**src/rtl/ext_bus_pkg.sv**
```systemverilog
// Shared definitions for the external pin-bus responder: FSM encoding,
// bus direction and lock level constants, and the window hit helper.
package ext_bus_pkg;

  typedef enum logic [1:0] {
    ST_IDLE = 2'd0,
    ST_WAIT = 2'd1,
    ST_ACK  = 2'd2,
    ST_TURN = 2'd3
  } bus_state_e;

  localparam logic RW_READ   = 1'b1;
  localparam logic RW_WRITE  = 1'b0;

  localparam logic LOCK_IDLE = 1'b0;
  localparam logic LOCK_ACK  = 1'b1;

  // Window test done in 17 bits so a window ending at 16'hFFFF cannot wrap.
  function automatic logic in_window(input logic [15:0] addr,
                                     input logic [15:0] base,
                                     input int          bits);
    logic [16:0] lo;
    logic [16:0] hi;
    lo = {1'b0, base};
    hi = lo + (17'd1 << bits);
    return ({1'b0, addr} >= lo) && ({1'b0, addr} < hi);
  endfunction

endpackage

```
**src/rtl/ext_bus_sram.sv**
```systemverilog
// Single-port synchronous word memory, 2^ADDR_BITS x 16, registered read.
// Contents are intentionally not reset so it maps onto block/distributed RAM.
module ext_bus_sram #(
  parameter int ADDR_BITS = 8
) (
  input  logic                 clk,
  input  logic                 en,
  input  logic                 we,
  input  logic [ADDR_BITS-1:0] addr,
  input  logic [15:0]          wdata,
  output logic [15:0]          rdata
);

  logic [15:0] mem [0:(1<<ADDR_BITS)-1];

  // One access per enabled cycle; rdata holds until the next read.
  always_ff @(posedge clk) begin
    if (en) begin
      if (we) mem[addr] <= wdata;
      else    rdata     <= mem[addr];
    end
  end

endmodule

```
**src/rtl/ext_bus_responder.sv**
```systemverilog
// Target side of the CPU external pin bus. Decodes a word window served
// from ext_bus_sram and, when EXT_BUS_INT_EN is defined, an interrupt
// register at INT_ADDR driving o_inta/o_intb.
// Handshake: IDLE -> WAIT (WAIT_CYCLES) -> ACK (lock driven 1) -> TURN
// (lock driven 0) -> IDLE.
module ext_bus_responder
  import ext_bus_pkg::*;
#(
  parameter logic [15:0] BASE_ADDR   = 16'h8000,
  parameter int          ADDR_BITS   = 8,
  parameter int          WAIT_CYCLES = 2,
  parameter logic [15:0] INT_ADDR    = 16'h7FFF
) (
  input  logic        clk,
  input  logic        n_rst,
  input  logic        i_rw,
  input  logic [15:0] i_addr,
  input  logic [15:0] i_data,
  output logic [15:0] o_data,
  output logic        o_data_oe,
  input  logic        i_lock,
  output logic        o_lock,
  output logic        o_lock_oe,
  output logic        o_inta,
  output logic        o_intb
);

  localparam logic [3:0] WAIT_LAST = 4'(WAIT_CYCLES - 1);

  bus_state_e           state;
  logic [3:0]           cnt;
  logic                 rw_q;
  logic [ADDR_BITS-1:0] addr_q;
  logic [15:0]          data_q;
  logic                 int_sel_q;

  logic                 hit_mem;
  logic                 hit_int;
  logic                 accept;
  logic                 ram_en;
  logic [15:0]          ram_rdata;
  logic [15:0]          int_word;

  assign hit_mem = in_window(i_addr, BASE_ADDR, ADDR_BITS);
`ifdef EXT_BUS_INT_EN
  assign hit_int = (i_addr == INT_ADDR);
`else
  assign hit_int = 1'b0;
`endif
  assign accept  = (state == ST_IDLE) && i_lock && (hit_mem || hit_int);

  // Memory access happens only on the first WAIT cycle; the registered read
  // is then ready by ACK for any WAIT_CYCLES >= 1.
  assign ram_en = (state == ST_WAIT) && (cnt == 4'd0) && !int_sel_q;

  ext_bus_sram #(.ADDR_BITS(ADDR_BITS)) u_sram (
    .clk   (clk),
    .en    (ram_en),
    .we    (rw_q == RW_WRITE),
    .addr  (addr_q),
    .wdata (data_q),
    .rdata (ram_rdata)
  );

  // Handshake FSM with registered pin enables; reset drops enables at once.
  always_ff @(posedge clk or negedge n_rst) begin
    if (!n_rst) begin
      state     <= ST_IDLE;
      cnt       <= 4'd0;
      rw_q      <= RW_WRITE;
      addr_q    <= '0;
      data_q    <= 16'h0;
      int_sel_q <= 1'b0;
      o_data_oe <= 1'b0;
      o_lock    <= LOCK_IDLE;
      o_lock_oe <= 1'b0;
    end else begin
      case (state)
        ST_IDLE: begin
          o_data_oe <= 1'b0;
          o_lock    <= LOCK_IDLE;
          o_lock_oe <= 1'b0;
          if (accept) begin
            rw_q      <= i_rw;
            addr_q    <= ADDR_BITS'(i_addr - BASE_ADDR);
            data_q    <= i_data;
            int_sel_q <= hit_int;
            cnt       <= 4'd0;
            state     <= ST_WAIT;
          end
        end
        ST_WAIT: begin
          if (cnt == WAIT_LAST) begin
            cnt       <= 4'd0;
            state     <= ST_ACK;
            o_lock_oe <= 1'b1;
            o_lock    <= LOCK_ACK;
            o_data_oe <= (rw_q == RW_READ);
          end else begin
            cnt <= cnt + 4'd1;
          end
        end
        ST_ACK: begin
          state     <= ST_TURN;
          o_lock_oe <= 1'b1;
          o_lock    <= LOCK_IDLE;
          o_data_oe <= 1'b0;
        end
        default: begin
          state     <= ST_IDLE;
          o_lock_oe <= 1'b0;
          o_lock    <= LOCK_IDLE;
          o_data_oe <= 1'b0;
        end
      endcase
    end
  end

`ifdef EXT_BUS_INT_EN
  // Interrupt levels take the written value on the accepting edge and hold.
  always_ff @(posedge clk or negedge n_rst) begin
    if (!n_rst) begin
      o_inta <= 1'b0;
      o_intb <= 1'b0;
    end else if (accept && hit_int && (i_rw == RW_WRITE)) begin
      o_inta <= i_data[0];
      o_intb <= i_data[1];
    end
  end
`else
  assign o_inta = 1'b0;
  assign o_intb = 1'b0;
`endif

  assign int_word = {14'b0, o_intb, o_inta};
  assign o_data   = o_data_oe ? (int_sel_q ? int_word : ram_rdata) : 16'h0;

endmodule

```
**config.mk**
```make
export PLATFORM = sky130hd
export DESIGN_NAME = ext_bus_responder
export DESIGN_NICKNAME = d
export VERILOG_FILES = /design/src/rtl/ext_bus_pkg.sv /design/src/rtl/ext_bus_sram.sv /design/src/rtl/ext_bus_responder.sv
export SDC_FILE = /design/constraint.sdc
export NUM_CORES = 2
export LEC_CHECK = 0
export CAP_MARGIN = 5
export CORE_MARGIN = 2
export CORE_UTILIZATION = 50
export DETAILED_ROUTE_END_ITERATION = 12
export GPL_ROUTABILITY_DRIVEN = 0
export PLACE_DENSITY = 0.71
export SYNTH_ARGS = -nofsm -noshare
export SYNTH_HDL_FRONTEND = slang
export SYNTH_SLANG_ARGS = --single-unit
```
**constraint.sdc**
```tcl
create_clock -name clk -period 4.1 [get_ports clk]
set_input_delay 0.41 -clock clk [delete_from_list [all_inputs] [get_ports clk]]
set_output_delay 0.41 -clock clk [all_outputs]
set_load 0.02 [all_outputs]
```
==> flow_metrics.py <==
metrics = {
    "grt": {
        "grt_overflow": 0,
        "grt_pass1_vias": 76566,
        "grt_first_pass_wirelength_um": 566000,
        "grt_use_total": 0.248,
        "antenna_found_initial": 16,
        "grt_max_degree": 177,
    },
    "setup_path": {
        "required_ns": 4.72,
        "cp-end-kind": "register",
        "start_kind": "register",
        "path_cells": "buf_12 -> buf_12 -> mux4_2 -> a22oi_1 -> a21oi_1 -> o41ai_1 -> buf_4 -> nand4_1",
        "crit_path_frequent_cell": "buf_12",
        "slowest_delay_ns": 0.83,
        "slowest_stage": "o41ai_1",
        "crit_buf_inv": 3,
        "crit_family": "compound AO/OA/AOI/OAI gates",
        "crit_path_max_fanout": 23,
        "r2r_slack_ns": 0.04,
        "worstPathArrival_ns": 4.68,
        "path_class": "register to register",
    },
    "detailed_routing": {
        "drt-initial-drc-count": 12125,
        "dr.pass1.iters": 11,
        "wirelength_um": 397000,
        "vias": 77951,
        "drc_errors": 2,
        "drt-wirelength-per-cell_um": 33.2,
        "viasPerCell": 6.51,
        "ant_nets": 0,
    },
    "place": {
        "dp_hpwl_um": 237000,
        "io_buffers": 54,
        "place_area_mm2": 0.167,
        "dp_cells": 11231,
    },
    "clocking": {
        "cts_max_level": 5,
        "tritoncts": "done",
        "path_clk_slew_ns": 0.06,
        "root_buffer": "clkbuf_16",
        "clkLatencyLatePin_ns": 0.94,
        "clockBufferDepth": 4,
        "cts_sinks": 4146,
        "cts_buffers": 401,
    },
    "timing": {
        "skew_ns": 0.0599,
        "drv_slew": 0,
        "tightest_slew_ns": 1.27,
        "setup_viol": 0,
        "min_period_ns": 4.06,
        "slew_headroom": 0.151,
        "period_share": 0.989,
        "hold_viol_final": 0,
        "fin_setup_tns_ns": 0,
        "achievable-frequency_mhz": 246,
    },
    "power": {
        "ir_drop_mv": 0.356,
        "power.density_mw_per_mm2": 476,
        "p_leak_nw": 50.6,
        "power_mw": 85.7,
    },
    "final_layout": {
        "final_common_cell": "edfxtp_1",
        "fin_area_mm2": 0.180,
        "drive_above_1_share": 0.295,
        "fin_nets": 7540,
        "final_cell_mix": "4,112 x edfxtp_1, 1,024 x mux4_2, 512 x a22oi_1",
        "instances_no_fill": 11969,
        "synthToLayoutAreaGrowth_pct": 14.8,
    },
    "synth": {
        "ys.flop_type": "edfxtp_1",
        "synth_top_cells_by_area": "edfxtp_1 79%, mux4_2 15%, a22oi_1 2.4%",
        "ys_seq_area_frac": 0.792,
        "synth.distinct_cells": 35,
        "ys_ff_latch": 4146,
        "ys_warn_count": 0,
        "synth-async-reset-ratio": 0.00820,
        "syn_avg_cell_area_um2": 23.0,
        "synth_edf_count": 4112,
        "syn_area_mm2": 0.157,
        "synthCells": 6835,
        "synth_top_area_cell": "edfxtp_1",
        "yosysTopAreaCellShare": 0.787,
    },
    "die": {
        "die-area_mm2": 0.318,
        "die_h_um": 564,
        "num_rows": 205,
        "start_util": 0.503,
        "ioPinCount": 57,
        "fp.coreArea_mm2": 0.312,
        "die_w_um": 564,
    },
    "flow_run": {
        "max_cap_violations": 0,
    },
    "status": {
        "violations": "design-rule violations",
        "status": "finished, violations left",
    },
    "worst_hold_path": {
        "min_path_type": "primary input to register",
    },
}
-- area by class of cell --
| cell class | instances | area (um2) |
|---|---|---|
| fill | 21544 | 132000 |
| multi-input combinational | 2265 | 31000 |
| clock inverter | 231 | 2250 |
| clock buffer | 495 | 10600 |
| timing repair buffer | 683 | 6720 |
| tap | 4140 | 5180 |
| inverter | 3 | 11.3 |
| antenna | 6 | 15.0 |
| sequential | 4146 | 124000 |
-- layer usage --
layer,part of all wire,GRT usage,wire length [um],vias to the layer above
li1,-,-,-,30748
met1,0.38,0.352,149000,41275
met2,0.47,0.387,189000,5171
met3,0.11,0.0498,42900,735
met4,0.042,0.0911,16700,22
met5,0.00034,0,136,-
-- cell families after synthesis --
| family | after synthesis | synth area share |
|---|---|---|
| other | 1 | 0.0000239 |
| DFF | 4146 | 0.792 |
| adders and majority gates | 4 | 0.000319 |
| AOI/OAI and AO/OA | 849 | 0.0370 |
| and+or+nand+nor | 358 | 0.00957 |
| muxes | 1052 | 0.149 |
| buffers and inverters | 425 | 0.0121 |
-- per-stage QoR --
| step | setup slack (ns) | hold WS (ns) | utilization |
|---|---|---|---|
| after floorplan | 0.118 | 0.114 | - |
| after global placement | -0.262 | 0.506 | 0.536 |
| after detailed placement | -0.260 | 0.528 | 0.536 |
| after CTS | 0.000657 | 0.0492 | 0.577 |
| after global routing | -0.000737 | 0.0739 | 0.577 |
| final | 0.0432 | 0.0940 | 0.577 |
-- power by group --
| part | internal, mW | switching (mW) |
|---|---|---|
| registers | 46.4 | 0.167 |
| clock network | 20.9 | 15.4 |
| logic | 1.03 | 1.86 |
| total | 68.3 | 17.4 |
-- registers in the layout (all words and copies together), names as in the netlist --
name,count
o_lock_oe,1
addr_q,8
rw_q,1
data_q,16
o_data_oe,1
state,2
u_sram.mem,4096
o_lock,1
cnt,4
u_sram.rdata,16
-- cell usage after synthesis (2+ instances only) --
master / n
o41ai_1: 64
dfrtp_1: 34
nor2_1: 261
nand2_1: 37
clkbuf_1: 252
mux2_2: 28
buf_2: 77
edfxtp_1: 4112
a21boi_0: 2
ha_1: 4
buf_4: 25
a22oi_1: 512
nor2b_1: 8
buf_1: 52
nand4_1: 16
buf_6: 16
inv_1: 3
nand2b_1: 2
mux4_2: 1024
nor4b_1: 3
nand3_1: 7
a22o_1: 3
a211oi_1: 5
and2_1: 18
a21oi_1: 260
-- path summary, 6_finish.rpt --
check / startpoint / endpoint / depth (start not counted)
worst max-delay path: addr_q[0] / u_sram.rdata[1] / 8
worst min-delay path: i_data[14] / data_q[14] / 2
worst max register to register: addr_q[0] / u_sram.rdata[1] / 8
worst min register to register: o_lock_oe / o_lock_oe / 1
max in group asynchronous: n_rst / data_q[12] / 3
min in group asynchronous: n_rst / data_q[1] / 3
-- timing repair --
| action | CTS | global route |
|---|---|---|
| endpoints found under the setup margin | 7 | 6 |
| hold buffers | 1 | 0 |
| buffers inserted | 0 | 5 |
| gates resized for setup | 9 | 4 |
| hold endpoints to repair | 34 | 0 |
Power figures use the tool's default switching activity.
